$ cat config.mk
export PLATFORM = sky130hd
export DESIGN_NAME = mem_port_arbiter_flat
export DESIGN_NICKNAME = d
export VERILOG_FILES = /design/src/rtl/mem_port_arbiter_pkg.sv /design/src/rtl/mem_port_arbiter_if.sv /design/src/rtl/mem_port_arbiter.sv /design/src/flat_wrapper.sv
export SDC_FILE = /design/constraint.sdc
export NUM_CORES = 1
export LEC_CHECK = 0
export BUFFER_PORTS_ARGS = -buffer_cell sky130_fd_sc_hd__buf_2
export CORE_MARGIN = 4
export CORE_UTILIZATION = 46
export CTS_CLUSTER_DIAMETER = 50
export DETAILED_ROUTE_END_ITERATION = 16
export PLACE_DENSITY = 0.85
export SLEW_MARGIN = 10
export SYNTH_ARGS = -nofsm -noshare
export SYNTH_HDL_FRONTEND = slang
export SYNTH_SLANG_ARGS = --single-unit
$ cat constraint.sdc
create_clock -name clk -period 3.8 [get_ports clk]
set_input_delay 0.76 -clock clk [delete_from_list [all_inputs] [get_ports clk]]
set_output_delay 0.76 -clock clk [all_outputs]
set_load 0.02 [all_outputs]
$ cat src/rtl/mem_port_arbiter_pkg.sv
// Types and the arbitration rule shared by the unified memory port arbiter.
package mem_arb_pkg;

  typedef enum logic [1:0] {
    IDLE  = 2'd0,
    ISSUE = 2'd1,
    WAIT  = 2'd2
  } arb_state_e;

  typedef enum logic [1:0] {
    OWN_NONE = 2'd0,
    OWN_IF   = 2'd1,
    OWN_DM   = 2'd2
  } owner_e;

  // DM wins unless a waiting fetch has already lost the maximum number of
  // rounds; a fetch takes any slot DM does not claim.
  function automatic owner_e pick_winner(input logic if_req,
                                         input logic dm_req,
                                         input logic starve_sat);
    if (dm_req && !(if_req && starve_sat)) return OWN_DM;
    else if (if_req)                       return OWN_IF;
    else                                   return OWN_NONE;
  endfunction

endpackage

$ cat src/rtl/mem_port_arbiter_if.sv
// Request/response bus between the datapath, the arbiter and the memory macro.
interface mem_port_arbiter_if #(
  parameter int ADDR_W = 16,
  parameter int DATA_W = 16
);
  logic              if_req;
  logic [ADDR_W-1:0] if_addr;
  logic              if_flush;
  logic              if_gnt;
  logic              if_rvalid;
  logic [DATA_W-1:0] if_rdata;

  logic              dm_req;
  logic              dm_we;
  logic [ADDR_W-1:0] dm_addr;
  logic [DATA_W-1:0] dm_wdata;
  logic              dm_gnt;
  logic              dm_rvalid;
  logic [DATA_W-1:0] dm_rdata;

  logic              mem_en;
  logic              mem_we;
  logic [ADDR_W-1:0] mem_addr;
  logic [DATA_W-1:0] mem_wdata;
  logic [DATA_W-1:0] mem_rdata;

  // Arbiter side.
  modport slave (
    input  if_req, if_addr, if_flush,
    input  dm_req, dm_we, dm_addr, dm_wdata,
    input  mem_rdata,
    output if_gnt, if_rvalid, if_rdata,
    output dm_gnt, dm_rvalid, dm_rdata,
    output mem_en, mem_we, mem_addr, mem_wdata
  );

  // Datapath plus memory side.
  modport master (
    output if_req, if_addr, if_flush,
    output dm_req, dm_we, dm_addr, dm_wdata,
    output mem_rdata,
    input  if_gnt, if_rvalid, if_rdata,
    input  dm_gnt, dm_rvalid, dm_rdata,
    input  mem_en, mem_we, mem_addr, mem_wdata
  );
endinterface

$ cat src/rtl/mem_port_arbiter.sv
// Single-port memory arbiter: one transaction in flight, DM priority with a
// starvation guard that forces a fetch grant after STARVE_MAX DM wins.
module mem_port_arbiter
  import mem_arb_pkg::*;
#(
  parameter int ADDR_W     = 16,
  parameter int DATA_W     = 16,
  parameter int MEM_LAT    = 1,
  parameter int STARVE_MAX = 3
) (
  input  logic               clk,
  input  logic               reset,
  mem_port_arbiter_if.slave  bus,
  output logic               busy,
  output logic [1:0]         debug_owner
);

  localparam int LW = (MEM_LAT < 2) ? 1 : $clog2(MEM_LAT + 1);
  localparam int SW = (STARVE_MAX < 2) ? 1 : $clog2(STARVE_MAX + 1);
  localparam logic [LW-1:0] LAT_LOAD = LW'(MEM_LAT);
  localparam logic [SW-1:0] STARVE_SAT = SW'(STARVE_MAX);

  localparam logic [1:0] S_IDLE  = IDLE;
  localparam logic [1:0] S_ISSUE = ISSUE;
  localparam logic [1:0] S_WAIT  = WAIT;

  logic [1:0]        state_q;
  owner_e            owner_q;
  logic [SW-1:0]     starve_q;
  logic [LW-1:0]     lat_q;
  logic              flushed_q;
  logic              we_q;
  logic [ADDR_W-1:0] addr_q;
  logic [DATA_W-1:0] wdata_q;

  owner_e winner;
  logic   starve_sat;
  logic   flush_hit;
  logic   issue;
  logic   done;

  assign starve_sat = (starve_q == STARVE_SAT);
  assign winner     = pick_winner(bus.if_req, bus.dm_req, starve_sat);
  assign flush_hit  = bus.if_flush && (owner_q == OWN_IF);

  // Control FSM, latency countdown, starvation counter and flush tracking.
  always_ff @(posedge clk or negedge reset) begin
    if (!reset) begin
      state_q   <= S_IDLE;
      owner_q   <= OWN_NONE;
      starve_q  <= '0;
      lat_q     <= '0;
      flushed_q <= 1'b0;
      we_q      <= 1'b0;
    end else begin
      case (state_q)
        S_IDLE: begin
          if (winner != OWN_NONE) begin
            state_q   <= S_ISSUE;
            owner_q   <= winner;
            flushed_q <= 1'b0;
            we_q      <= (winner == OWN_DM) && bus.dm_we;
            if (winner == OWN_IF)
              starve_q <= '0;
            else if (bus.if_req && !starve_sat)
              starve_q <= starve_q + 1'b1;
          end
        end
        S_ISSUE: begin
          state_q <= S_WAIT;
          lat_q   <= LAT_LOAD;
          if (flush_hit) flushed_q <= 1'b1;
        end
        S_WAIT: begin
          if (flush_hit) flushed_q <= 1'b1;
          if (lat_q == LW'(1)) begin
            state_q <= S_IDLE;
            owner_q <= OWN_NONE;
            lat_q   <= '0;
          end else begin
            lat_q <= lat_q - 1'b1;
          end
        end
        default: state_q <= S_IDLE;
      endcase
    end
  end

  // Capture the winner's address and store data at arbitration time.
  always_ff @(posedge clk) begin
    if ((state_q == S_IDLE) && (winner != OWN_NONE)) begin
      addr_q  <= (winner == OWN_DM) ? bus.dm_addr : bus.if_addr;
      wdata_q <= (winner == OWN_DM) ? bus.dm_wdata : '0;
    end
  end

  assign issue = (state_q == S_ISSUE);
  assign done  = (state_q == S_WAIT) && (lat_q == LW'(1));

  assign bus.if_gnt    = issue && (owner_q == OWN_IF);
  assign bus.dm_gnt    = issue && (owner_q == OWN_DM);
  assign bus.mem_en    = issue;
  assign bus.mem_we    = issue && we_q;
  assign bus.mem_addr  = issue ? addr_q : '0;
  assign bus.mem_wdata = issue ? wdata_q : '0;

  // A flush seen at any point of the fetch, including the data cycle itself,
  // hides the response; the memory read still runs to completion.
  assign bus.if_rvalid = done && (owner_q == OWN_IF) && !flushed_q && !bus.if_flush;
  assign bus.if_rdata  = bus.if_rvalid ? bus.mem_rdata : '0;
  assign bus.dm_rvalid = done && (owner_q == OWN_DM);
  assign bus.dm_rdata  = (bus.dm_rvalid && !we_q) ? bus.mem_rdata : '0;

  assign busy        = (state_q != S_IDLE);
  assign debug_owner = owner_q;

endmodule

$ cat src/flat_wrapper.sv
// flat-port wrapper written by rule: the top's interface ports become plain ports
module mem_port_arbiter_flat import mem_arb_pkg::*;
#(
  parameter int ADDR_W     = 16,
  parameter int DATA_W     = 16,
  parameter int MEM_LAT    = 1,
  parameter int STARVE_MAX = 3
)
  (clk, reset, busy, debug_owner, bus_if_req, bus_if_addr, bus_if_flush, bus_dm_req, bus_dm_we, bus_dm_addr, bus_dm_wdata, bus_mem_rdata, bus_if_gnt, bus_if_rvalid, bus_if_rdata, bus_dm_gnt, bus_dm_rvalid, bus_dm_rdata, bus_mem_en, bus_mem_we, bus_mem_addr, bus_mem_wdata);
  mem_port_arbiter_if #(.ADDR_W(ADDR_W), .DATA_W(DATA_W)) bus_i ();
  input  logic clk;
  input  logic reset;
  output logic busy;
  output logic [1:0] debug_owner;
  input wire logic [$bits(bus_i.if_req)-1:0] bus_if_req;
  input wire logic [$bits(bus_i.if_addr)-1:0] bus_if_addr;
  input wire logic [$bits(bus_i.if_flush)-1:0] bus_if_flush;
  input wire logic [$bits(bus_i.dm_req)-1:0] bus_dm_req;
  input wire logic [$bits(bus_i.dm_we)-1:0] bus_dm_we;
  input wire logic [$bits(bus_i.dm_addr)-1:0] bus_dm_addr;
  input wire logic [$bits(bus_i.dm_wdata)-1:0] bus_dm_wdata;
  input wire logic [$bits(bus_i.mem_rdata)-1:0] bus_mem_rdata;
  output wire logic [$bits(bus_i.if_gnt)-1:0] bus_if_gnt;
  output wire logic [$bits(bus_i.if_rvalid)-1:0] bus_if_rvalid;
  output wire logic [$bits(bus_i.if_rdata)-1:0] bus_if_rdata;
  output wire logic [$bits(bus_i.dm_gnt)-1:0] bus_dm_gnt;
  output wire logic [$bits(bus_i.dm_rvalid)-1:0] bus_dm_rvalid;
  output wire logic [$bits(bus_i.dm_rdata)-1:0] bus_dm_rdata;
  output wire logic [$bits(bus_i.mem_en)-1:0] bus_mem_en;
  output wire logic [$bits(bus_i.mem_we)-1:0] bus_mem_we;
  output wire logic [$bits(bus_i.mem_addr)-1:0] bus_mem_addr;
  output wire logic [$bits(bus_i.mem_wdata)-1:0] bus_mem_wdata;
  assign bus_i.if_req = bus_if_req;
  assign bus_i.if_addr = bus_if_addr;
  assign bus_i.if_flush = bus_if_flush;
  assign bus_i.dm_req = bus_dm_req;
  assign bus_i.dm_we = bus_dm_we;
  assign bus_i.dm_addr = bus_dm_addr;
  assign bus_i.dm_wdata = bus_dm_wdata;
  assign bus_i.mem_rdata = bus_mem_rdata;
  assign bus_if_gnt = bus_i.if_gnt;
  assign bus_if_rvalid = bus_i.if_rvalid;
  assign bus_if_rdata = bus_i.if_rdata;
  assign bus_dm_gnt = bus_i.dm_gnt;
  assign bus_dm_rvalid = bus_i.dm_rvalid;
  assign bus_dm_rdata = bus_i.dm_rdata;
  assign bus_mem_en = bus_i.mem_en;
  assign bus_mem_we = bus_i.mem_we;
  assign bus_mem_addr = bus_i.mem_addr;
  assign bus_mem_wdata = bus_i.mem_wdata;
  mem_port_arbiter #(.ADDR_W(ADDR_W), .DATA_W(DATA_W), .MEM_LAT(MEM_LAT), .STARVE_MAX(STARVE_MAX)) u_core (.clk(clk), .reset(reset), .bus(bus_i), .busy(busy), .debug_owner(debug_owner));
endmodule
==> impl_results.md, run 1 <==
* Max Fclk at 338.3 MHz
* Status: completed
* Minimum clock period at 2.956 ns
* Total die area at 6191 µm²
* Synthesized area per cell at 12.03 µm²
* Pin count of the biggest net entering global routing at 38
* Nets at 409
* Dominant cell type by area after synthesis: edfxtp_1
* DR WL/cell at 13.27 µm
* Resized Gates After CTS at 0
* DIE HEIGHT at 78.69 µm
* Fill cells at 398
* Yosys synthesis warning count at 0
* Commonest non-fill, non-tap cell in the layout: buf_2
* Share of cells above drive strength 1 at 0.5405
* Area grow syn2layout at 36.31%
* Yosys cell types at 30
* Startpoint Class: flip-flop
* Mapped Nets at 268
* Final Hold Vio Count at 0
* RSZ-0062 raised after global routing: no
* Worst slack at placement at 1.091 ns
* TNS Setup at 0 ns
* Detail Route Antenna Nets at 0
* Grt ovf at 0
* Max VDD drop at 335.0 µV
* Clock Root Buffer: clkbuf_8
* First-pass GRT wire length at 8362 µm
* DRT iter0 DRCs at 40
* Die width at 78.69 µm
* Cell area after synthesis at 2298 µm²
* CP Class: reg2out
* FF-to-FF End: u_core.addr_q[6]
* LEAKAGE at 1.597 nW
* Clock Sinks at 41
* Clock Tree Buf Depth at 2
* Total CTS buffers at 5
* Clock slew at reported path FFs at 0.08 ns
* Num rows at 25
* Drt pass-1 iters at 4
* Clk_skew at 0.008494 ns
* CTS tree: done
* Initial antenna violation count at 0
* Fin cells at 400
* Synth top area share at 0.4181
* Final worst slack at 0.8444 ns
* Drc violations at 0
* Slew Limit Fails at 0
* Power per Cell Area at 596.4 nW/µm²
* Post-detailed-route via-to-cell ratio at 4.648
* Crit Path Max Fanout at 17
* Register area share after synthesis at 0.5161
* R2R cell count at 4
* Worst EP arrival at 2.20 ns
* Post-DP HPWL at 4190 µm
* Clk_lat worst skew at 0.29 ns
* Relative slew margins at 0.2289
* Placed Cells incl. Taps at 392
* Ports at 143
* Vias in the first global route at 1931
* Tot Pwr at 1.868 mW
* H-Tree Depth at 2
* Post-route cell area at 3133 µm²
* Core Area at 4786 µm²
* Final worst path period share at 0.7778
* Most frequent cells in the layout: 142 x buf_2, 74 x and2_1, 32 x edfxtp_1, 17 x mux2_2, 9 x dfrtp_1
* Slew @ Worst Pin at 1.155 ns
* Critical R2R Launch: u_core.state_q[1]
* Port Buffer Count at 142
* Mapped Cells at 191
* R2R setup slack at 1.49 ns
* DR vias at 1859
* Final Wtd Congestion at 0.7520
* Crit. End Element: output pin
* Total Wirelength at 5308 µm
* # setup viols final at 0
* #FFs+latches synth at 41
* GRT Util Overall at 0.1694
* Max-Cap Viols at 0
* Hold-fix buffers at CTS at 0
* Initial Util at 0.4803
* CP required at 3.04 ns
* Synth top area cells: edfxtp_1 42%, and2_1 20%, dfrtp_1 9.8%, mux2_2 8.3%, ha_1 3.8%
* Dpl cell area at 3047 µm²
* Post-CTS Setup Inserts at 0
* Worst hold-check path type: in2async
* Ant diodes at 0
final cells by class:
cell class | instances | area (µm²) | share of cell area
sequential | 41 | 1186 | 0.3786
inverter | 6 | 22.52 | 0.007189
tap | 67 | 83.83 | 0.02676
clock buffer | 5 | 68.82 | 0.02196
multi-input combinational | 136 | 1044 | 0.3331
clock inverter | 3 | 17.52 | 0.005591
timing repair buffer | 142 | 710.7 | 0.2268
metrics by stage:
stage / hold WS (ns) / util
after floorplan: 0.4538 / -
after global placement: 0.4707 / 0.6366
after detailed placement: 0.5043 / 0.6366
after CTS: 0.3035 / 0.6546
after global routing: 0.3097 / 0.6546
final: 0.3052 / 0.6546
cells by family (layout without fill, tap and decap cells):
family                   count (synthesis)  count (layout)  synth area share
AO/OA/AOI/OAI                           10              10           0.03484
adder cells (fa/ha/maj)                  7               7           0.03810
buffers and inverters                   14             156           0.02993
flip-flops                              41              41            0.5161
multiplexers                            19              19           0.09308
AND/OR/NAND/NOR                        100             100            0.2880
Yosys cell counts:
| library cell | number |
|---|---|
| a211o_1 | 1 |
| a21boi_4 | 1 |
| a21o_2 | 1 |
| a21oi_1 | 1 |
| a22o_1 | 1 |
| and2_1 | 74 |
| and2_2 | 7 |
| buf_2 | 1 |
| buf_4 | 2 |
| buf_6 | 1 |
| clkbuf_1 | 4 |
| dfrtp_1 | 9 |
| edfxtp_1 | 32 |
| ha_1 | 7 |
| inv_1 | 6 |
| mux2_1 | 2 |
| mux2_2 | 17 |
| nand2_1 | 6 |
| nand2_2 | 1 |
| nand2b_1 | 1 |
| nand2b_4 | 1 |
| nor2_1 | 3 |
| nor3_1 | 1 |
| nor3b_1 | 2 |
| nor3b_2 | 1 |
| nor4_4 | 1 |
| nor4b_1 | 1 |
| nor4b_4 | 1 |
| o21ai_0 | 4 |
| o32a_1 | 1 |
layer usage:
layer,track usage,wire length (µm),vias to the layer above
met1,0.1619,1868,851
li1,-,-,926
met4,0.05769,62,0
met2,0.3413,2914,77
met5,0,0,-
met3,0.04358,462,5
how the worst max path moves through the flow:
stage,start,to,slack [ns],cells past startpoint
global route,u_core.state_q[0],bus_if_rdata[4],0.63,6
finish,u_core.state_q[0],bus_if_rdata[4],0.84,6
floorplan,u_core.state_q[0],bus_dm_rdata[10],1.46,6
CTS,u_core.state_q[0],bus_if_rdata[4],0.80,6
global placement,bus_if_flush,bus_if_rdata[5],1.19,4
detailed placement,bus_if_flush,bus_if_rdata[4],1.09,4
critical path, stage by stage (launching register included):
cell	delay, ns
dfrtp_1	0.43
inv_1	0.11
ha_1	0.27
nand2_2	0.15
nor4_4	0.53
and2_2	0.25
buf_2	0.16
state kept, by name, indices dropped and copies added (netlist names):
signal and flops:
u_core.flushed_q 1, u_core.debug_owner 2, u_core.starve_q 2, u_core.addr_q 16, u_core.lat_q 1, u_core.wdata_q 16, u_core.we_q 1, u_core.state_q 2
power breakdown:
| part | switching [mW] | total [mW] | internal (mW) |
|---|---|---|---|
| sequential | 0.0698 | 0.741 | 0.671 |
| combinational | 0.529 | 0.851 | 0.321 |
| clock | 0.150 | 0.277 | 0.127 |
| total | 0.749 | 1.87 | 1.12 |
Note: power is estimated with default switching activity, not from simulation.
==> run 2: changes to the inputs <==
--- a/config.mk
+++ b/config.mk
@@ -5,12 +5,13 @@
 export SDC_FILE = /design/constraint.sdc
 export NUM_CORES = 1
 export LEC_CHECK = 0
+export ABC_AREA = 1
 export BUFFER_PORTS_ARGS = -buffer_cell sky130_fd_sc_hd__buf_2
 export CORE_MARGIN = 4
-export CORE_UTILIZATION = 46
+export CORE_UTILIZATION = 40
 export CTS_CLUSTER_DIAMETER = 50
 export DETAILED_ROUTE_END_ITERATION = 16
-export PLACE_DENSITY = 0.85
+export PLACE_DENSITY = 0.77
 export SLEW_MARGIN = 10
 export SYNTH_ARGS = -nofsm -noshare
 export SYNTH_HDL_FRONTEND = slang
==> constraint.sdc (replaced) <==
create_clock -name clk -period 2.53 [get_ports clk]
set_input_delay 0.506 -clock clk [delete_from_list [all_inputs] [get_ports clk]]
set_output_delay 0.506 -clock clk [all_outputs]
set_load 0.02 [all_outputs]
==> impl_results.md, run 2 <==
* Status: completed
* Drt pass-1 iters at 4
* Final worst path period share at 0.9414
* RSZ-0062 raised after global routing: no
* Ports at 143
* Final Wtd Congestion at 0.8049
* Power per Cell Area at 881.4 nW/µm²
* First-pass GRT wire length at 9018 µm
* Fill cells at 566
* Detail Route Antenna Nets at 0
* Commonest non-fill, non-tap cell in the layout: buf_2
* Asr flop ratio synth at 0.2195
* Core Area at 5956 µm²
* Critical R2R Launch: u_core.state_q[1]
* CP required at 2.02 ns
* Switch Pwr at 1.308 mW
* DIE HEIGHT at 86.34 µm
* Grt ovf at 0
* H-Tree Depth at 2
* FF-to-FF End: u_core.wdata_q[14]
* R2R cell count at 5
* DRT iter0 DRCs at 113
* Most frequent cells in the layout: 142 x buf_2, 97 x nand2_1, 75 x inv_1, 33 x nor2_1, 32 x edfxtp_1
* Synthesized area per cell at 7.893 µm²
* WHS at 0.04976 ns
* Mapped Nets at 388
* Crit Path Max Fanout at 8
* Crit. End Element: output pin
* Switching share of power at 0.4425
* Dominant cell type by area after synthesis: edfxtp_1
* R2R setup slack at 0.77 ns
* Post-detailed-route via-to-cell ratio at 4.201
* Ys flop type: edfxtp_1
* Die width at 86.34 µm
* Hold-fix buffers at CTS at 0
* Num rows at 28
* Total CTS buffers at 5
* Worst hold-check path type: in2async
* Slew @ Worst Pin at 0.4121 ns
* Most common cell in the netlist: nand2_1
* Slowest CP cell: dfrtp_1
* Yosys cell types at 22
* Initial Util at 0.4122
* Yosys synthesis warning count at 0
* Nets at 533
* Clk_skew at 0.004233 ns
* DR vias at 2235
* Drc violations at 0
* Vias in the first global route at 2053
* Max VDD drop at 529.3 µV
* Port Buffer Count at 142
* Post-DP HPWL at 4559 µm
* Clock Tree Buf Depth at 2
* Final Hold Vio Count at 0
* #FFs+latches synth at 41
* Max Fclk at 419.8 MHz
* Worst EP arrival at 1.88 ns
* Clock slew at reported path FFs at 0.08 ns
* CP Class: reg2out
* Clock Root Buffer: clkbuf_8
* Minimum clock period at 2.382 ns
* # setup viols final at 0
* Clock Sinks at 41
* DR WL/cell at 10.75 µm
* Startpoint Class: flip-flop
* Clk_lat worst skew at 0.29 ns
* Area grow syn2layout at 36.60%
* P_int at 1.648 mW
* Relative slew margins at 0.7252
* Sequential standard cell area at 1186 µm²
* Slew Limit Fails at 0
* Clk network pwr share at 0.145
* Max-Cap Viols at 0
* LEAKAGE at 2.138 nW
* GRT Util Overall at 0.1515
* Gate power share at 0.485
* CP startpoint: u_core.state_q[0]
* Reg power frac at 0.370
* TNS Setup at 0 ns
* Register area share after synthesis at 0.4832
* Share of cells above drive strength 1 at 0.4114
* CP peak stage delay at 0.44 ns
* Synth top area cells: edfxtp_1 39%, nand2_1 15%, inv_1 12%, dfrtp_1 9.2%, nor2_1 5.0%
* Number of enable flip-flop cells after synthesis at 32
* Ant diodes at 0
* Multi-input logic area at 930.9 µm²
* Total Wirelength at 5721 µm
* Core Util, Final at 0.5630
* Initial antenna violation count at 0
* Commonest cells post-synth: 97 x nand2_1, 76 x inv_1, 33 x nor2_1
* Cell area after synthesis at 2455 µm²
* Total die area at 7455 µm²
* CP Cell Sequence: inv_2, ha_1, nand2_2, nor3_4, buf_4, nand2_4, nor2_4, buf_2
* Mapped Cells at 311
* Top Registers: u_core.addr_q (16), u_core.wdata_q (16)
* Pin count of the biggest net entering global routing at 35
* CTS tree: done
* Synth top area share at 0.3914
==> run 2: logic make-up after synthesis <==
family / Yosys count / synth area share
AOI/OAI and AO/OA: 8 / 0.01631
adders and majority gates: 7 / 0.03568
buffers and inverters: 90 / 0.1504
DFF: 41 / 0.4832
and+or+nand+nor: 165 / 0.3145
==> run 2: worst max-delay path, delay by kind of cell, from the launching register on <==
family	cells	cell delay (ns)
and+or+nand+nor	4	0.52
DFF	1	0.44
buffers and inverters	3	0.42
adders and majority gates	1	0.20
==> run 2: power by group through the flow <==
| stage | Clock [mW] | Combinational, mW | Sequential [mW] |
|---|---|---|---|
| after floorplan | 0 | 0.967 | 1.11 |
| after global placement | 0 | 1.40 | 1.10 |
| after detailed placement | 0 | 1.42 | 1.11 |
| after CTS | 0.439 | 1.43 | 1.10 |
| after global routing | 0.483 | 1.61 | 1.12 |
| final | 0.428 | 1.43 | 1.09 |
==> run 2: cell type report <==
type / count / area share
Sequential cell: 41 / 0.3537
Multi-Input combinational cell: 181 / 0.2776
Timing Repair Buffer: 148 / 0.2254
Inverter: 79 / 0.08843
Tap cell: 75 / 0.02799
Clock buffer: 5 / 0.02052
Clock inverter: 3 / 0.006343
==> run 2: worst max-delay path by stage <==
| stage | end | cells past startpoint |
|---|---|---|
| 2_1_floorplan | u_core.addr_q[0] | 4 |
| 3_3_place_gp | bus_dm_rdata[0] | 7 |
| 3_5_place_dp | bus_dm_rdata[0] | 7 |
| 4_1_cts | bus_dm_rdata[0] | 7 |
| 5_1_grt | bus_dm_rdata[12] | 8 |
| 6_report | bus_dm_rdata[9] | 8 |
==> run 2: layer usage <==
metal | GRT usage | vias up | wire [µm]
met5 | 0 | - | 0
met4 | 0.06374 | 0 | 98
met3 | 0.02376 | 10 | 448
met2 | 0.2761 | 73 | 2889
met1 | 0.1750 | 959 | 2283
li1 | - | 1193 | -
==> run 2: repair_timing <==
item | CTS | global route
resized for setup | 0 | 2
buffers inserted | 0 | 2
setup endpoints to repair | 0 | 7
==> run 2: metrics by stage <==
| stage | area, µm² | std cells | setup WS, ns | power (mW) |
|---|---|---|---|---|
| after floorplan | 2459 | 311 | 0.3466 | 2.074 |
| after global placement | 3228 | 521 | 0.5181 | 2.498 |
| after detailed placement | 3228 | 521 | 0.4180 | 2.535 |
| after CTS | 3318 | 529 | 0.08028 | 2.965 |
| after global routing | 3353 | 532 | 0.04171 | 3.213 |
| final | 3353 | 532 | 0.1482 | 2.955 |
==> run 3: changes to the inputs <==
--- a/config.mk
+++ b/config.mk
@@ -10,8 +10,10 @@
 export CORE_MARGIN = 4
 export CORE_UTILIZATION = 40
 export CTS_CLUSTER_DIAMETER = 50
+export CTS_CLUSTER_SIZE = 10
 export DETAILED_ROUTE_END_ITERATION = 16
 export PLACE_DENSITY = 0.77
+export REMOVE_ABC_BUFFERS = 1
 export SLEW_MARGIN = 10
 export SYNTH_ARGS = -nofsm -noshare
 export SYNTH_HDL_FRONTEND = slang
==> impl_results.md, run 3 (synthesis results as in run 2) <==
* Status: completed
* Core Area at 5956 µm²
* LEAKAGE at 2.147 nW
* CP required at 2.02 ns
* Slew Limit Fails at 0
* R2R cell count at 5
* Clock Root Buffer: clkbuf_8
* Initial antenna violation count at 0
* Max-Cap Viols at 0
* CP Cell Sequence: inv_2, ha_4, nand2_2, nor3_4, nand2_4, nor2_4, buf_4
* Grt ovf at 0
* WHS at 0.04831 ns
* Post-detailed-route via-to-cell ratio at 4.227
* Relative slew margins at 0.6246
* Initial Util at 0.4122
* Post-route cell area at 3417 µm²
* Max VDD drop at 491.5 µV
* Hold-fix buffers at CTS at 0
* DR WL/cell at 11.44 µm
* Crit. End Element: output pin
* CP Class: reg2out
* Commonest non-fill, non-tap cell in the layout: buf_2
* FF-to-FF End: u_core.wdata_q[1]
* Minimum clock period at 2.474 ns
* Power per Cell Area at 912.0 nW/µm²
* Drc violations at 0
* Vias in the first global route at 2058
* CP startpoint: u_core.state_q[0]
* Total die area at 7455 µm²
* Max Fclk at 404.3 MHz
* Clock Sinks at 41
* Final worst path period share at 0.9777
* DR vias at 2249
* Dpl cell area at 3241 µm²
* Num rows at 28
* Top Registers: u_core.addr_q (16), u_core.wdata_q (16)
* Clk_skew at 0.007213 ns
* Clk_lat worst skew at 0.29 ns
* H-Tree Depth at 2
* DIE HEIGHT at 86.34 µm
* Crit Path Max Fanout at 8
* Placed Cells incl. Taps at 521
* Total CTS buffers at 5
* Startpoint Class: flip-flop
* GRT Util Overall at 0.1556
* TNS Setup at 0 ns
* Port Buffer Count at 142
* Most frequent cells in the layout: 135 x buf_2, 97 x nand2_1, 75 x inv_1, 33 x nor2_1, 32 x edfxtp_1
* DRT iter0 DRCs at 42
* CTS tree: done
* Die width at 86.34 µm
* Clock Tree Buf Depth at 2
* Share of cells above drive strength 1 at 0.4136
* Worst hold-check path type: in2async
* Area grow syn2layout at 39.19%
* Pin count of the biggest net entering global routing at 34
* Final Hold Vio Count at 0
* First-pass GRT wire length at 9197 µm
* Worst EP arrival at 1.97 ns
* Critical R2R Launch: u_core.state_q[1]
* Slew @ Worst Pin at 0.5619 ns
* Slowest CP cell: dfrtp_2
* Post-DP HPWL at 4717 µm
* Ports at 143
* Detail Route Antenna Nets at 0
* Drt pass-1 iters at 4
* Clock slew at reported path FFs at 0.08 ns
* Ant diodes at 0
* # setup viols final at 0
* Total Wirelength at 6088 µm
* Final Wtd Congestion at 0.7446
* R2R setup slack at 0.60 ns
* Nets at 533
* CP peak stage delay at 0.44 ns
* Fin cells at 532
run 3: timing repair:
action,CTS,global route
endpoints found under the setup margin,0,17
resized for setup,0,12
buffers inserted,0,2
run 3: how the worst max path moves through the flow:
| stage | end | slack [ns] | cells after the start |
|---|---|---|---|
| after global routing | bus_dm_rdata[11] | -0.03 | 7 |
| after CTS | bus_dm_rdata[2] | 0.06 | 7 |
| after floorplan | u_core.addr_q[0] | -0.40 | 4 |
| final | bus_dm_rdata[11] | 0.06 | 7 |
| after global placement | bus_dm_rdata[1] | 0.51 | 7 |
| after detailed placement | bus_dm_rdata[2] | 0.39 | 7 |
run 3: final cells by class:
class                           instances  area [µm²]
Timing Repair Buffer                  148       785.8
Clock inverter                          3       41.29
Sequential cell                        41        1187
Tap cell                               75       93.84
Multi-Input combinational cell        181       943.4
Clock buffer                            5       68.82
Fill cell                             573        2539
Inverter                               79       296.5
run 3: through the flow:
step             util  total power, mW  worst slack [ns]
3_3_place_gp   0.5441            2.523            0.5111
6_report       0.5737            3.116           0.05648
2_1_floorplan       -            2.045           -0.3966
5_1_grt        0.5737            3.356          -0.02748
3_5_place_dp   0.5441            2.580            0.3944
4_1_cts        0.5626            3.096           0.05852
run 3: where the power goes:
group / internal [mW] / switching (mW)
Combinational: 0.493 / 1.01
Sequential: 1.00 / 0.0993
Clock: 0.290 / 0.219
Total: 1.79 / 1.33
run 3: per-layer routing:
metal,part of all wire,track usage,vias to the layer above
met5,0,0,-
met4,0.014,0.04249,0
met3,0.064,0.04658,10
met2,0.53,0.2837,61
met1,0.40,0.1753,990
li1,-,-,1188
run 3: critical path, delay by kind of cell, from the launching register on:
| family | cells | cell delay, ns |
|---|---|---|
| buf+inv | 2 | 0.27 |
| flops | 1 | 0.44 |
| simple gates | 4 | 0.79 |
| fa+ha+maj | 1 | 0.16 |
